$ cat config.mk
export PLATFORM = sky130hd
export DESIGN_NAME = if_id_register
export DESIGN_NICKNAME = d
export VERILOG_FILES = /design/src/rtl/if_id_register.sv
export SDC_FILE = /design/constraint.sdc
export NUM_CORES = 1
export LEC_CHECK = 0
export BUFFER_PORTS_ARGS = -buffer_cell sky130_fd_sc_hd__buf_2
export CAP_MARGIN = 20
export CORE_AREA = 2 2 96 98
export CTS_CLUSTER_SIZE = 8
export DETAILED_ROUTE_END_ITERATION = 12
export DIE_AREA = 0 0 98 100
export GPL_ROUTABILITY_DRIVEN = 0
export PLACE_DENSITY = 0.78
export SYNTH_ARGS = -nofsm -noshare
export SYNTH_HDL_FRONTEND = slang
export SYNTH_SLANG_ARGS = --single-unit
$ cat constraint.sdc
create_clock -name clk -period 1.2 [get_ports clk]
set_input_delay 0.06 -clock clk [delete_from_list [all_inputs] [get_ports clk]]
set_output_delay 0.06 -clock clk [all_outputs]
set_load 0.02 [all_outputs]
$ cat src/rtl/if_id_register.sv
// IF/ID pipeline register: aligns PC+1 with synchronous-ROM data and squashes wrong-path fetches.
// Optional IFID_PERF_COUNTERS_EN adds saturating stall_count / flush_count outputs.
module if_id_register #(
    parameter int width_B = 32
) (
    input  logic               clk,
    input  logic               rst_n,
    input  logic [width_B-1:0] PC_sumado_in,
    input  logic [width_B-1:0] Instruction_in,
    input  logic               IFID_write,
    input  logic               flush,
    output logic [width_B-1:0] PC_sumado_out,
    output logic [width_B-1:0] Instruction_out,
    output logic               valid_out
`ifdef IFID_PERF_COUNTERS_EN
    ,
    output logic [15:0]        stall_count,
    output logic [15:0]        flush_count
`endif
);

    localparam logic [1:0] FILL   = 2'd0;
    localparam logic [1:0] RUN    = 2'd1;
    localparam logic [1:0] SQUASH = 2'd2;

    logic [1:0]         state;
    logic [width_B-1:0] pc_pipe;

    // ROM data arriving now belongs to the PC+1 captured on the previous edge.
    always_ff @(posedge clk or negedge rst_n) begin
        if (!rst_n) begin
            state           <= FILL;
            pc_pipe         <= '0;
            PC_sumado_out   <= '0;
            Instruction_out <= '0;
            valid_out       <= 1'b0;
        end else if (flush) begin
            state           <= SQUASH;
            pc_pipe         <= PC_sumado_in;
            PC_sumado_out   <= '0;
            Instruction_out <= '0;
            valid_out       <= 1'b0;
        end else if (IFID_write) begin
            pc_pipe <= PC_sumado_in;
            state   <= RUN;
            case (state)
                RUN: begin
                    PC_sumado_out   <= pc_pipe;
                    Instruction_out <= Instruction_in;
                    valid_out       <= 1'b1;
                end
                default: begin
                    PC_sumado_out   <= '0;
                    Instruction_out <= '0;
                    valid_out       <= 1'b0;
                end
            endcase
        end
    end

`ifdef IFID_PERF_COUNTERS_EN
    always_ff @(posedge clk or negedge rst_n) begin
        if (!rst_n) begin
            stall_count <= '0;
            flush_count <= '0;
        end else begin
            if (flush && flush_count != 16'hFFFF)
                flush_count <= flush_count + 16'd1;
            if (!flush && !IFID_write && stall_count != 16'hFFFF)
                stall_count <= stall_count + 16'd1;
        end
    end
`endif

endmodule

==> metrics, run 1 <==
Clk pin slew, worst setup/hold paths=0.08 ns; P_leak=2.72 nW; worst ir drop on vdd=0.725 mV; max-slew violations=0; syn avg cell area=11.9 um^2; io pins=133; Total GRT Usage=0.220; CTS sink cnt=99; WP data required=1.47 ns; actual slew at the worst max-slew pin=0.385 ns; final WL=10.9 mm; total CTS buffers=9; critical path class=reg -> reg; outcome=finished, final reports clean; Synth cell types=13; Yosys reg bits=99; Detailed Routing Iterations Pass 1=8; hpwl dp=6.05 mm; clk_lat worst skew=0.36 ns; Setup violations, final=0; Syn Nets=438; worst setup path startpoint=state[1]; Antenna Nets Post-Route=0; per-cell routed wire length=16.4 um; Min-Delay Startpoint=Instruction_in[15]; maximum clock path buffer count=2; Buffers on Ports=132; share of cells above drive strength 1=0.347; Syn Std Cell Area=0.00441 mm^2; total die area=0.00980 mm^2; Post-Synthesis Cells=370; headroom to the max-slew limit=0.743; CTS tree=done; vias in the first global route=3,559; most frequent cells in the layout=130 x buf_2, 98 x dfrtp_1, 65 x nand2b_1, 65 x a21oi_1; Starting Density=0.496; vias per std cell=5.38; DRT iter0 DRCs=215; CP max FO=16; most common cell after layout, fill and taps aside=buf_2; RSZ-0062 raised after global routing=false; clock root buffer=clkbuf_8; Setup TNS=0 ns; CP Capture Type=register; Ys Warns=0; Startpoint Class=register; synthesis-to-layout area growth=35.8%; ANT cells=0; largest net degree at the start of global routing=108; FP Rows=35; first-pass GRT wire length=17.4 mm; Max Fclk=938 MHz; Post-layout nets=617; DRC viols=0; Die Width=98 um; Clock Skews=0.0116 ns; Hold Vio Cnt, Final=0; Die Y=100 um; htree depth=3; r2r setup slk=0.13 ns; Crit Reg-Reg Startpoint=state[1]; vias=3,579; crit path DAT=1.34 ns; global route total overflow=0; quantity of gates resized following cts=0; fin crit share=0.889; utilization after layout=0.673; minimum clock period=1.07 ns; total core area=0.00889 mm^2; register area share after synthesis=0.562; PwrDens=1110 mW/mm^2; initial antenna violation count=0; worst hold path class=in -> reg; MaxCap Viol Count=0
cells in the mapped netlist:
| cell type | instances | share of area |
|---|---|---|
| a21oi_1 | 65 | 0.074 |
| dfrtp_1 | 99 | 0.56 |
| nor2_1 | 2 | 0.0017 |
| buf_6 | 11 | 0.028 |
| nand3b_1 | 1 | 0.0017 |
| inv_1 | 1 | 0.00085 |
| clkbuf_1 | 18 | 0.015 |
| mux2_2 | 32 | 0.082 |
| buf_2 | 10 | 0.011 |
| nand2b_1 | 65 | 0.092 |
| a21o_1 | 1 | 0.0017 |
| nand4b_1 | 64 | 0.13 |
| nor2_4 | 1 | 0.0026 |
worst paths after layout:
path,end,cells after the start
min in group asynchronous,pc_pipe[8],2
setup / recovery,Instruction_out[15],3
hold reg to reg,pc_pipe[26],1
hold / removal,Instruction_out[15],3
setup reg to reg,Instruction_out[15],3
max in group asynchronous,Instruction_out[13],3
where the power goes:
group,leakage [nW],internal (mW),switching (mW)
combinational,1.32,0.484,0.438
clock,0.0999,1.03,1.13
sequential,1.30,3.46,0.0704
repair_timing:
| action | 4_1_cts | 5_1_grt |
|---|---|---|
| endpoints found under the hold margin | 162 | 0 |
| setup buffers | 0 | 0 |
| endpoints found under the setup margin | 0 | 0 |
| hold buffers | 64 | 0 |
final cells by class:
class | count | area, um^2
clock buffer | 11 | 141
clock inverter | 5 | 60.1
fill | 690 | 2900
inverter | 1 | 3.75
multi-input combinational | 231 | 1690
sequential | 99 | 2480
tap | 111 | 139
timing repair buffer | 207 | 1480
sequential cells by signal, indices dropped and copies added, names as in the netlist:
signal / flops
Instruction_out: 32
state: 2
valid_out: 1
pc_pipe: 32
PC_sumado_out: 32
logic make-up (layout without fill, tap and decap cells):
family	count (synthesis)	count (layout)	synth area share
flops	99	99	0.562
simple gates	133	133	0.225
compound gates	66	66	0.0755
buf+inv	40	224	0.0556
mux	32	32	0.0817
worst max-delay path, cell delays in order, from the launching register on:
cell      delay [ns]
dfrtp_1         0.41
buf_4           0.19
nand4b_1        0.20
a21oi_1         0.19
layer usage:
metal,up-vias,part of all wire,track usage
met2,111,0.51,0.384
met4,0,0.018,0.0769
met1,1782,0.42,0.279
li1,1668,-,-
met5,-,0,0
met3,18,0.052,0.0397
through the flow:
step / worst slack, ns / instance area (um^2) / hold slack (ns) / total power, mW / instances
CTS: 0.145 / 5990 / 0.00434 / 6.68 / 665
detailed placement: 0.160 / 5140 / -0.0408 / 4.36 / 585
floorplan: 0.140 / 4410 / -0.236 / 4.03 / 370
finish: 0.134 / 5990 / 0.0313 / 6.62 / 665
global route: 0.0599 / 5990 / 0.0349 / 6.92 / 665
global placement: 0.167 / 5140 / -0.0473 / 4.33 / 585
No activity file was read; power rests on OpenSTA's default activity.
==> inputs of run 2 (changes only) <==
--- a/config.mk
+++ b/config.mk
@@ -7,10 +7,10 @@
 export LEC_CHECK = 0
 export BUFFER_PORTS_ARGS = -buffer_cell sky130_fd_sc_hd__buf_2
 export CAP_MARGIN = 20
-export CORE_AREA = 2 2 96 98
+export CORE_AREA = 5 5 99 101
 export CTS_CLUSTER_SIZE = 8
 export DETAILED_ROUTE_END_ITERATION = 12
-export DIE_AREA = 0 0 98 100
+export DIE_AREA = 0 0 104 106
 export GPL_ROUTABILITY_DRIVEN = 0
 export PLACE_DENSITY = 0.78
 export SYNTH_ARGS = -nofsm -noshare
==> run 2 against run 1 <==
Compared with the run above: count of clock-buffer cells in the layout is 2 lower; routed wire length rose by 4.6%; worst hold slack improved by 0.13 ns; sequential power about the same; non-clock buffer count up 1; clock skew increased by 0.0031 ns; total power grew 4.1%; via count is 0.14% higher; sequential share of layout area is 0.25 points lower; highest routed layer unchanged.
==> metrics, run 2 (synthesis gave the netlist of run 1 again) <==
Setup TNS=0 ns; worst setup path startpoint=state[1]; DRC viols=0; CP max FO=39; PwrDens=1140 mW/mm^2; Starting Density=0.494; slowest stage cell on the critical path=dfrtp_1; vias per std cell=5.38; r2r setup slk=0.08 ns; initial antenna violation count=0; Max Fclk=890 MHz; synthesis-to-layout area growth=36.6%; Die Y=106 um; Hold Vio Cnt, Final=0; WP data required=1.47 ns; CTS sink cnt=99; htree depth=3; hpwl dp=6.54 mm; fin crit share=0.936; Largest regs=Instruction_out: 32 flops, PC_sumado_out: 32 flops, pc_pipe: 32 flops; Post-layout nets=618; Buffers on Ports=132; RSZ-0062 raised after global routing=false; family with the most delay on the worst path=flip-flops; share of cells above drive strength 1=0.348; Placed Area=0.00514 mm^2; total CTS buffers=9; worst-case reg-to-reg path depth=3; global route total overflow=0; per-cell routed wire length=17.1 um; max-slew violations=0; Detailed Routing Iterations Pass 1=5; most frequent cells in the layout=130 x buf_2, 98 x dfrtp_1, 65 x nand2b_1, 65 x a21oi_1, 65 x dlygate4sd3_1; most common cell after layout, fill and taps aside=buf_2; Crit Reg-Reg Startpoint=state[1]; largest net degree at the start of global routing=105; total die area=0.0110 mm^2; critical path class=reg -> reg; DRT iter0 DRCs=178; MaxCap Viol Count=0; worst hold path class=in -> async; post-route cell area=0.00602 mm^2; first-pass GRT wire length=19.1 mm; hold_ws=0.159 ns; vias=3,584; Die Width=104 um; Setup violations, final=0; Antenna Nets Post-Route=0; Startpoint Class=register; Clock Skews=0.0147 ns; crit path buf inv count=1; Clk pin slew, worst setup/hold paths=0.11 ns; crit path DAT=1.39 ns; clk_lat worst skew=0.36 ns; minimum clock period=1.12 ns; worst ir drop on vdd=0.719 mV; clock root buffer=clkbuf_8; Reg-to-Reg End=Instruction_out[16]; P_leak=2.74 nW; Total GRT Usage=0.209; io pins=133; final WL=11.4 mm; headroom to the max-slew limit=0.732; actual slew at the worst max-slew pin=0.402 ns; vias in the first global route=3,622; maximum clock path buffer count=2; CP Capture Type=register; ANT cells=0; Layout fillers=662; FP Rows=35; worst path cell trace=buf_4, nand4b_1, a21oi_1; total core area=0.00893 mm^2; CP max stage delay=0.39 ns; CTS tree=done; outcome=finished, final reports clean
run 2: changes by cell type in the layout (fill, tap and decap cells not counted):
cell | previous run | this run
clkbuf_1 | 1 | 0
dlygate4sd3_1 | 64 | 65
clkinv_2 | 1 | 0
bufinv_16 | 1 | 2
clkinvlp_4 | 1 | 0
inv_6 | 1 | 4
clkbuf_8 | 10 | 9
run 2: repair_timing:
item / in CTS / in global routing
hold endpoints to repair: 163 / 0
gates resized for setup: 0 / 0
hold buffers: 65 / 0
setup buffers: 0 / 0
endpoints found under the setup margin: 0 / 0
run 2: how the worst max path moves through the flow:
stage                                      to  slack, ns  depth (start not counted)
after floorplan           Instruction_out[10]       0.14                          4
after global placement            pc_pipe[11]       0.18                          4
after detailed placement     PC_sumado_out[8]       0.13                          3
after CTS                    PC_sumado_out[8]       0.11                          3
after global routing      Instruction_out[13]      0.003                          3
final                     Instruction_out[16]       0.08                          3
run 2: metrics by stage:
step / utilization / total power, mW / worst slack (ns) / cells
floorplan: - / 4.03 / 0.140 / 370
global placement: 0.576 / 4.33 / 0.182 / 585
detailed placement: 0.576 / 4.36 / 0.133 / 585
CTS: 0.674 / 6.95 / 0.115 / 666
global route: 0.674 / 7.17 / 0.00287 / 666
finish: 0.674 / 6.89 / 0.0769 / 666
run 2: power breakdown:
part           internal, mW  total [mW]  switching [mW]  leakage [nW]
clock                  1.21        2.43            1.22         0.115
sequential             3.46        3.53          0.0671          1.30
combinational         0.485       0.927           0.442          1.33
run 2: cell type report:
cell class                      count  area (um^2)  share of cell area
Clock buffer                        9          124              0.0206
Inverter                            1         3.75            0.000623
Timing Repair Buffer              208         1490               0.247
Multi-Input combinational cell    231         1690               0.280
Tap cell                          111          139              0.0231
Sequential cell                    99         2480               0.412
Clock inverter                      7          104              0.0172
run 2: layer usage:
metal  GRT usage  wire, um  up-vias
met5           0         0        -
met4      0.0537       120        0
met3      0.0443       688        9
met2       0.356      5710      138
met1       0.274      4880     1766
li1            -         -     1671
